===== config.mk =====
export PLATFORM = sky130hd
export DESIGN_NAME = overworld_renderer
export DESIGN_NICKNAME = d
export VERILOG_FILES = /design/src/rtl/render_pkg.sv /design/src/rtl/battle_transition_fsm.sv /design/src/rtl/overworld_renderer.sv
export SDC_FILE = /design/constraint.sdc
export NUM_CORES = 1
export LEC_CHECK = 0
export ABC_AREA = 0
export BUFFER_PORTS_ARGS = -buffer_cell sky130_fd_sc_hd__buf_2
export CORE_MARGIN = 4
export CORE_UTILIZATION = 39
export DETAILED_ROUTE_END_ITERATION = 7
export GPL_TIMING_DRIVEN = 0
export HOLD_SLACK_MARGIN = 0.05
export PLACE_DENSITY = 0.6
export SYNTH_ARGS = -nofsm -noshare
export SYNTH_HDL_FRONTEND = slang
export SYNTH_HIERARCHICAL = 1
export SYNTH_SLANG_ARGS = --single-unit

===== constraint.sdc =====
create_clock -name vclk -period 6.5 [get_ports vclk]
set_input_delay 0.325 -clock vclk [delete_from_list [all_inputs] [get_ports vclk]]
set_output_delay 0.325 -clock vclk [all_outputs]
set_load 0.03 [all_outputs]

===== src/rtl/render_pkg.sv =====
// Shared types and constants for the overworld renderer: FSM state encoding,
// screen geometry and pipeline depth.
package render_pkg;

    typedef enum logic [1:0] {IDLE, FLASH, WIPE, DONE} state_t;

    typedef logic [11:0] rgb_t;

    localparam int unsigned H_VIS = 1024;
    localparam int unsigned V_VIS = 768;
    localparam int unsigned PIPE  = 4;

endpackage


===== src/rtl/battle_transition_fsm.sv =====
// Battle transition sequencer: flash for 32 frames, grow the wipe bars until
// they meet mid-screen, then hold the battle screen until the engine hands back.
module battle_transition_fsm
    import render_pkg::*;
#(
    parameter int unsigned WIPE_STEP = 16
) (
    input  logic       vclk,
    input  logic       reset,
    input  logic       tick,
    input  logic       battle_trigger,
    input  logic       battle_done,
    output state_t     state,
    output logic [4:0] fcnt,
    output logic [9:0] bar,
    output logic       battle_active
);

    state_t      state_q, state_d;
    logic [4:0]  fcnt_q, fcnt_d;
    logic [9:0]  bar_q, bar_d;
    logic [10:0] bar_sum;
    logic        active_q;

    always_ff @(posedge vclk) begin
        if (reset) begin
            state_q  <= IDLE;
            fcnt_q   <= '0;
            bar_q    <= '0;
            active_q <= 1'b0;
        end else begin
            state_q  <= state_d;
            fcnt_q   <= fcnt_d;
            bar_q    <= bar_d;
            active_q <= (state_d == DONE);
        end
    end

    always_comb begin
        state_d = state_q;
        fcnt_d  = fcnt_q;
        bar_d   = bar_q;
        bar_sum = {1'b0, bar_q} + 11'(WIPE_STEP);
        case (state_q)
            IDLE: begin
                // A tick coinciding with the trigger is not counted.
                if (battle_trigger) begin
                    state_d = FLASH;
                    fcnt_d  = '0;
                end
            end
            FLASH: begin
                if (tick) begin
                    fcnt_d = fcnt_q + 5'd1;
                    if (fcnt_q == 5'd31) begin
                        state_d = WIPE;
                        bar_d   = '0;
                    end
                end
            end
            WIPE: begin
                if (tick) begin
                    bar_d = bar_sum[9:0];
                    if (bar_sum >= 11'(V_VIS / 2)) state_d = DONE;
                end
            end
            DONE: begin
                if (battle_done) state_d = IDLE;
            end
            default: state_d = IDLE;
        endcase
    end

    always_comb begin
        state         = state_q;
        fcnt          = fcnt_q;
        bar           = bar_q;
        battle_active = active_q;
    end

endmodule


===== src/rtl/overworld_renderer.sv =====
// Overworld pixel pipeline: scrolled map plus fixed-position player sprite,
// composited and overlaid with the battle transition, 4 cycles input to pixel.
module overworld_renderer
    import render_pkg::*;
#(
    parameter int unsigned MAP_W     = 512,
    parameter int unsigned MAP_H     = 512,
    parameter int unsigned SPR_X     = 504,
    parameter int unsigned SPR_Y     = 376,
    parameter rgb_t        TRANSP    = 12'h0F0,
    parameter rgb_t        BORDER    = 12'h000,
    parameter int unsigned WIPE_STEP = 16
) (
    input  logic        vclk,
    input  logic        reset,
    input  logic [10:0] hcount,
    input  logic [9:0]  vcount,
    input  logic        hsync_in,
    input  logic        vsync_in,
    input  logic        blank_in,
    input  logic [10:0] map_x,
    input  logic [9:0]  map_y,
    input  logic [5:0]  sprite_sel_x,
    input  logic [5:0]  sprite_sel_y,
    input  logic        battle_trigger,
    input  logic        battle_done,
    output logic [17:0] map_addr,
    input  rgb_t        map_data,
    output logic [11:0] sprite_addr,
    input  rgb_t        sprite_data,
    output rgb_t        pixel_out,
    output logic        hsync_out,
    output logic        vsync_out,
    output logic        blank_out,
    output logic        battle_active
);

    logic signed [11:0] wx, wy, sx, sy;
    logic               in_map, in_spr, tick;
    logic [17:0]        map_addr_d, map_addr_q;
    logic [11:0]        spr_row, sprite_addr_d, sprite_addr_q;

    logic [PIPE-2:0]        in_map_p, in_spr_p;
    logic [PIPE-1:0]        hs_p, vs_p, bl_p;
    logic [PIPE-2:0][9:0]   vrow_p;
    logic [9:0]             vrow;
    rgb_t                   color, pixel_d, pixel_q;

    state_t     state;
    logic [4:0] fcnt;
    logic [9:0] bar;

    assign tick = (hcount == 11'd0) && (vcount == 10'd0);

    battle_transition_fsm #(
        .WIPE_STEP (WIPE_STEP)
    ) u_fsm (
        .vclk           (vclk),
        .reset          (reset),
        .tick           (tick),
        .battle_trigger (battle_trigger),
        .battle_done    (battle_done),
        .state          (state),
        .fcnt           (fcnt),
        .bar            (bar),
        .battle_active  (battle_active)
    );

    // Signed differences so positions left of / above the map never wrap into it.
    always_comb begin
        wx = $signed({1'b0, hcount}) - $signed({1'b0, map_x});
        wy = $signed({2'b00, vcount}) - $signed({2'b00, map_y});
        sx = $signed({1'b0, hcount}) - $signed(12'(SPR_X));
        sy = $signed({2'b00, vcount}) - $signed(12'(SPR_Y));
        in_map = !wx[11] && (wx[10:0] < 11'(MAP_W)) && !wy[11] && (wy[10:0] < 11'(MAP_H));
        in_spr = !sx[11] && (sx[10:0] < 11'd16) && !sy[11] && (sy[10:0] < 11'd16);
        map_addr_d = in_map ? 18'(32'(wy[10:0]) * MAP_W + 32'(wx[10:0])) : '0;
        spr_row = 12'(sprite_sel_y) + 12'(sy[3:0]);
        sprite_addr_d = in_spr ? (spr_row << 6) + 12'(sprite_sel_x) + 12'(sx[3:0]) : '0;
    end

    always_ff @(posedge vclk) begin
        if (reset) begin
            map_addr_q    <= '0;
            sprite_addr_q <= '0;
            in_map_p      <= '0;
            in_spr_p      <= '0;
            hs_p          <= '0;
            vs_p          <= '0;
            bl_p          <= '0;
            vrow_p        <= '0;
            pixel_q       <= '0;
        end else begin
            map_addr_q    <= map_addr_d;
            sprite_addr_q <= sprite_addr_d;
            in_map_p      <= {in_map_p[PIPE-3:0], in_map};
            in_spr_p      <= {in_spr_p[PIPE-3:0], in_spr};
            hs_p          <= {hs_p[PIPE-2:0], hsync_in};
            vs_p          <= {vs_p[PIPE-2:0], vsync_in};
            bl_p          <= {bl_p[PIPE-2:0], blank_in};
            vrow_p        <= {vrow_p[PIPE-3:0], vcount};
            pixel_q       <= pixel_d;
        end
    end

    assign vrow = vrow_p[PIPE-2];

    always_comb begin
        color = BORDER;
        if (in_spr_p[PIPE-2] && (sprite_data != TRANSP)) color = sprite_data;
        else if (in_map_p[PIPE-2]) color = map_data;

        pixel_d = color;
        case (state)
            FLASH: if ((fcnt & 5'b01000) == 5'd0) pixel_d = ~color;
            WIPE: begin
                if ((vrow < bar) || ({1'b0, vrow} >= 11'(V_VIS) - {1'b0, bar})) pixel_d = '0;
            end
            DONE: pixel_d = '0;
            default: pixel_d = color;
        endcase
        if (bl_p[PIPE-2]) pixel_d = '0;
    end

    assign map_addr    = map_addr_q;
    assign sprite_addr = sprite_addr_q;
    assign pixel_out   = pixel_q;
    assign hsync_out   = hs_p[PIPE-1];
    assign vsync_out   = vs_p[PIPE-1];
    assign blank_out   = bl_p[PIPE-1];

endmodule


# [After elaboration in Yosys (flattened, before gate mapping)]
# Index checks and enable logic that the tools add are counted.
[totals] register_bits=108 in_bits=85 out_inout_bits=46 wordCells=89
[op_classes] addsub=11 order_cmp=7 eq_ne=10 muxes=19 bitwise=3 n_reduce_logical=24
[ops] operator="12-bit two-way mux" n=4
[ops] operator="12-bit case mux with 3 select lines" n=1
[ops] operator="10-bit two-way mux" n=3
[ops] operator="11-bit by 10-bit < comparator with 1-bit output, second input constant" n=2
[ops] operator="11-bit by 5-bit < comparator with 1-bit output, second input constant" n=2
[ops] operator="10-bit case mux with 2 select lines" n=1
[ops] operator="18-bit by 11-bit adder with 18-bit output" n=1
[ops] operator="12-bit by 4-bit adder with 12-bit output" n=1
[ops] operator="12-bit by 6-bit adder with 12-bit output" n=1
[ops] operator="2-bit two-way mux" n=6
[ops] operator="12-bit by 8-bit inequality test with 1-bit output, second input constant" n=1
[ops] operator="12-bit inverter" n=1
[ops] operator="11-bit by 11-bit subtractor with 12-bit output" n=1
[ops] operator="11-bit by 9-bit subtractor with 12-bit output, second input constant" n=1
[ops] operator="10-bit by 5-bit adder with 11-bit output, second input constant" n=1
[ops] operator="10-bit by 11-bit greater-or-equal comparator with 1-bit output" n=1
[ops] operator="11-bit by 9-bit greater-or-equal comparator with 1-bit output, second input constant" n=1
[ops] operator="11-bit logical NOT" n=1
[ops] operator="10-bit by 10-bit subtractor with 11-bit output" n=1
[ops] operator="10-bit by 10-bit subtractor with 11-bit output, first input constant" n=1
[ops] operator="10-bit by 9-bit subtractor with 11-bit output, second input constant" n=1
[ops] operator="10-bit logical NOT" n=1
[ops] operator="10-bit < comparator" n=1
[ops] operator="5-bit two-way mux" n=2
[ops] operator="19 further kinds" n=37

# [Longest topological paths before layout]
[logic_depth] word_depth=7 ltp_mapped=15

# [Modules after synthesis]
# The synthesis kept the hierarchy.
[by_module_without_submodules] mod="overworld_renderer" n_inst=1 cells_each=572 area_per_inst_um2=5166.2
[by_module_without_submodules] mod="battle_transition_fsm" n_inst=1 cells_each=94 area_per_inst_um2=804.5

# [Worst setup path before layout]
# No wires, ideal clock.
[synth_path] path_type="input port to flip-flop" from="in hcount[0]" to="reg map_addr_q[15], in the netlist map_addr[15]" setup_ps=87 t_arrival_ps=3384 required_time_ps=6413 setup_slack_ps=3029 cell_stages=15 path_buffers=1 path_cell_list="inv_1 ha_1 fa_1 nand2b_1 a21oi_1 nand2b_1 a21oi_1 o31ai_1 buf_2 inv_1 fa_1 nor2_1 nand3_1 or3_1 a211oi_1"
[synth_via] elab_chain_len=7 word_cells_on_any_way=9 cone_classes="add/sub (2); order compare (1); bitwise (1); reduce/logical (5)"
[synth_rtl] item="start: declaration" line_no="overworld_renderer.sv:16" source="input logic [10:0] hcount,"
[synth_rtl] item="11-bit by 11-bit subtractor with 12-bit output (*)" line_no="overworld_renderer.sv:71" source="wx = $signed({1'b0, hcount}) - $signed({1'b0, map_x});"
[synth_rtl] item="11-bit by 10-bit < comparator with 1-bit output or 1-bit logical NOT (tied branches)" line_no="overworld_renderer.sv:75" source="in_map = !wx[11] && (wx[10:0] < 11'(MAP_W)) && !wy[11] && (wy[10:0] < 11'(MAP_H));"
[synth_rtl] item="1-bit logical AND (3 in series)" line_no="overworld_renderer.sv:75"
[synth_rtl] item="1-bit inverter (no line)"
[synth_rtl] item="2-bit OR reduction (no line)"
[synth_rtl] item="end signal: assignment" line_no="overworld_renderer.sv:94" source="map_addr_q <= map_addr_d;"
[synth_rtl] item="end: declaration" line_no="overworld_renderer.sv:40" source="logic [17:0] map_addr_d, map_addr_q;"
# Every way passes the cells marked *; elsewhere a longest branch is shown, timed or not.
# A chain may end at the register's enable or synchronous reset.

# [Final worst setup path]
# Same ends and word-level chain as after synthesis.

==> key figures <==
Run status
  – Result of the run: finished, final reports clean

Place
  – Placed instance count: 983
  – Post-DP Area: 6860 um^2
  – # port buffers: 130
  – HPWL reported at the end of detailed placement: 11.6 mm
  – Global placement routability congestion: 0.862

Logic synthesis
  – Avg Inst Size Synth: 8.97 um^2
  – Sequential share of the synthesized area: 34.9%
  – Warnings from Yosys: 6
  – Post-synth EDFFs: 0
  – Ys flop type: sky130_fd_sc_hd__dfxtp_1
  – Yosys cell types: 73
  – Gate Count Post-Synth: 666
  – Async set-reset flop share out of synthesis: 0%
  – Cell area after synthesis: 5970 um^2
  – Flops & latches, synth: 104

Die
  – Std cell rows: 44
  – Starting density of the core: 40.5%
  – X dimension of the die: 132 um
  – DIE AREA: 17400 um^2
  – CORE AREA: 14800 um^2
  – Io pins: 131
  – Vertical die dimension: 132 um

Route
  – Number of optimization iterations in the first detailed-route pass: 5
  – DRC marker count from the first detailed-route iteration: 246
  – Number of vias in the routed layout: 5215
  – Average vias per placed instance: 5.22
  – Antenna-violating nets left: 0
  – Number of DRC violations after detailed routing: 0
  – WL per Instance: 14.6 um
  – Routed wire length: 14.5 mm

Finish
  – Proportion of layout cells with a drive suffix above 1: 22.5%
  – Core occupancy in the finished layout: 48.6%
  – Non-filler instance count after layout: 999
  – Final std cell area, no fill: 7180 um^2
  – ANT cells: 0
  – Fillcell total: 1396
  – Layout-stage area growth over the synthesis result: 20.2%
  – Final layout net count: 957

STA
  – Fin crit share: 58.2%
  – Final Hold Violating Endpoints: 0
  – Unrepaired setup endpoints after global routing: no
  – Maximum frequency from static timing analysis: 0.264 GHz
  – Slew headroom: 40.3%
  – Fin Clk Skew: 9.62 ps
  – Min Clock Period, post-route: 3780 ps
  – Pin slew with the least headroom to its limit: 889 ps
  – Hold slack: 188 ps
  – Final count of pins violating max slew: 0
  – Final count of negative-setup-slack endpoints: 0
  – Total Negative Setup Slacks: 0 ps

Clocking
  – TritonCTS clock tree: yes
  – Post-cts gate resize count: 0
  – Clock transition at path regs: 80 ps
  – CTS H-Tree Depth: 3
  – Maximum number of buffers from clock root to sink: 2
  – Number of buffers inserted for hold repair after clock tree synthesis: 0
  – Clock Sinks: 104
  – Post-CTS Repair Setup Buffers: 0
  – Cell at the root of the clock tree: sky130_fd_sc_hd__clkbuf_16
  – Cts bufs inserted: 9
  – Clock latency on the worst-skew pair: 350 ps

Global route
  – Pin count of the biggest net entering global routing: 22
  – Wire length of the first global-routing pass: 24.2 mm
  – Number of antenna violations at the first check in global routing: 0
  – Global-route total usage across every layer: 16.7%
  – Remaining Overflow, GRT: 0
  – Number of global-route vias before repair: 5241

Critical path
  – Arrival time reported for the critical path endpoint: 4050 ps
  – Critical setup path kind: in2reg
  – Highest-delay cell along the critical path: sky130_fd_sc_hd__fa_1
  – Cells on worst reg2reg path: 10
  – Worst Setup SP: hcount[0]
  – Endpoint of the lowest-slack register-to-register path: pixel_out[10]
  – Critical Path End Type: register
  – Worst reg2reg startpoint: u_fsm/bar[4]
  – FF-to-FF setup slack: 3540 ps
  – Kind of launch point of the worst setup path: input pin
  – Critical path fanouts, max: 10
  – Critical path required time: 6770 ps
  – Crit path cell chain: buf_2 -> inv_1 -> ha_1 -> fa_1 -> nand2b_1 -> a21oi_1 -> nand2b_1 -> a21oi_1 -> o31ai_1 -> buf_2 -> inv_1 -> fa_1 -> nor2_1 -> nand3_1 -> or3_1 -> a211oi_1
  – CP bufs+invs: 4
  – Critical path's largest stage delay: 470 ps
  – Top Family by Delay on Critical Path: adder cells

Pwr
  – Worst ir drop on vdd: 135 uV
  – Power Density: 210 nW/um^2
  – Leak: 3.34 nW

Worst hold path
  – Hold EP: vs_p[0]
  – Path class of the lowest-slack min-delay path: in2reg
  – WHS Path Cells: 2
  – Launch instance of the worst min-delay path: vsync_in

Flow run
  – Number of max-capacitance violations reported: 0
-- stage by stage --
step	power, mW	setup WS [ps]
finish	1.50	2720
floorplan	0.882	3030
CTS	1.52	2750
global route	1.58	2420
detailed placement	0.970	2370
global placement	0.963	2390
-- worst reg2reg max path, stage by stage, from the launching register on --
cell and delay, ps:
sky130_fd_sc_hd__dfxtp_1 420, sky130_fd_sc_hd__nor4_1 520, sky130_fd_sc_hd__a21o_1 210, sky130_fd_sc_hd__xnor2_1 120, sky130_fd_sc_hd__ha_1 250, sky130_fd_sc_hd__a211oi_1 230
sky130_fd_sc_hd__nand2_1 100, sky130_fd_sc_hd__a211oi_1 280, sky130_fd_sc_hd__o221ai_1 230, sky130_fd_sc_hd__clkbuf_1 270, sky130_fd_sc_hd__o21ai_0 260
-- Yosys cell counts, drive strengths merged, types with 2 or more instances --
cell	instances	area (um^2)
o21ai	35	179
o31ai	3	36.3
a21o	6	45.0
a21oi	41	205
nor4	9	68.8
and2	3	21.3
ha	57	713
o211ai	4	30.0
xor2	17	149
nand4	7	43.8
and3b	2	17.5
o31a	2	17.5
or4	5	37.5
a211oi	7	52.6
xnor2	18	158
buf	12	90.1
a2111oi	3	45.1
o221ai	4	35.0
or4b	2	20.0
nor4b	2	23.8
a311oi	3	26.3
inv	66	248
clkbuf	11	41.3
nand3b	3	22.5
a31oi	11	68.8
o21a	7	53.8
a21boi	3	22.5
o211a	2	20.0
fa	5	100
dfxtp	104	2080
nor2	42	158
nand2b	6	37.5
and3	12	77.6
o22ai	3	18.8
nand3	11	60.1
nor2b	52	325
nor3	21	150
nor3b	6	45.0
o2111ai	4	52.6
nand2	23	86.3
mux2i	13	130
or3	3	18.8
-- flip-flops by register name, indices dropped and copies added, names as in the netlist, 5 cells and up --
register	flops
vrow	10
u_fsm/bar	6
map_addr	18
u_fsm/fcnt	5
pixel_out	12
sprite_addr	12
vrow_p	20
-- how the worst max path moves through the flow --
stage / end / slack, ps / depth (start not counted)
after CTS: map_addr[15] / 2750 / 16
final: map_addr[15] / 2720 / 16
after floorplan: map_addr[15] / 3030 / 15
after detailed placement: map_addr[15] / 2370 / 16
after global placement: map_addr[15] / 2390 / 16
after global routing: map_addr[15] / 2420 / 16
-- power breakdown --
group | switching [mW] | internal, mW | leakage (nW) | total, mW
Combinational | 0.179 | 0.122 | 2.34 | 0.301
Sequential | 0.00463 | 0.653 | 0.847 | 0.657
Clock | 0.270 | 0.275 | 0.150 | 0.545
Total | 0.454 | 1.05 | 3.34 | 1.50
-- kinds of logic after synthesis --
logic type	synth area share [%]
multiplexers	2.18
adder cells (fa/ha/maj)	13.6
other	0.0628
buffers and inverters	6.35
AO/OA/AOI/OAI	16.7
AND/OR/NAND/NOR	21.1
XOR/XNOR	5.13
flip-flops	34.9
-- final cells by class --
class | count | area [um^2] | area share [%]
Buffer | 23 | 131 | 1.83
Clock buffer | 9 | 225 | 3.14
Clock inverter | 7 | 81.3 | 1.13
Inverter | 66 | 248 | 3.45
Multi-Input combinational cell | 476 | 3530 | 49.2
Sequential cell | 104 | 2080 | 29.0
Tap cell | 184 | 230 | 3.21
Timing Repair Buffer | 130 | 651 | 9.07
-- per-layer routing --
metal / vias up / wire length, um / track usage (%)
met1: 2391 / 6360 / 20.2
met5: - / 0 / 0
met3: 28 / 866 / 4.01
met2: 174 / 6900 / 28.6
li1: 2622 / - / -
met4: 0 / 417 / 6.65
-- cells in the final DEF, fill, tap and decap left out, types with 13 or more instances in the layout --
cell type                 instances
sky130_fd_sc_hd__nor2b_1         52
sky130_fd_sc_hd__nor2_1          42
sky130_fd_sc_hd__mux2i_1         13
sky130_fd_sc_hd__nand2_1         23
sky130_fd_sc_hd__xnor2_1         18
sky130_fd_sc_hd__xor2_1          17
sky130_fd_sc_hd__inv_1           66
sky130_fd_sc_hd__o21ai_0         33
sky130_fd_sc_hd__ha_1            57
sky130_fd_sc_hd__dfxtp_1        104
sky130_fd_sc_hd__buf_2          133
sky130_fd_sc_hd__a21oi_1         41
Power figures use the tool's default switching activity.
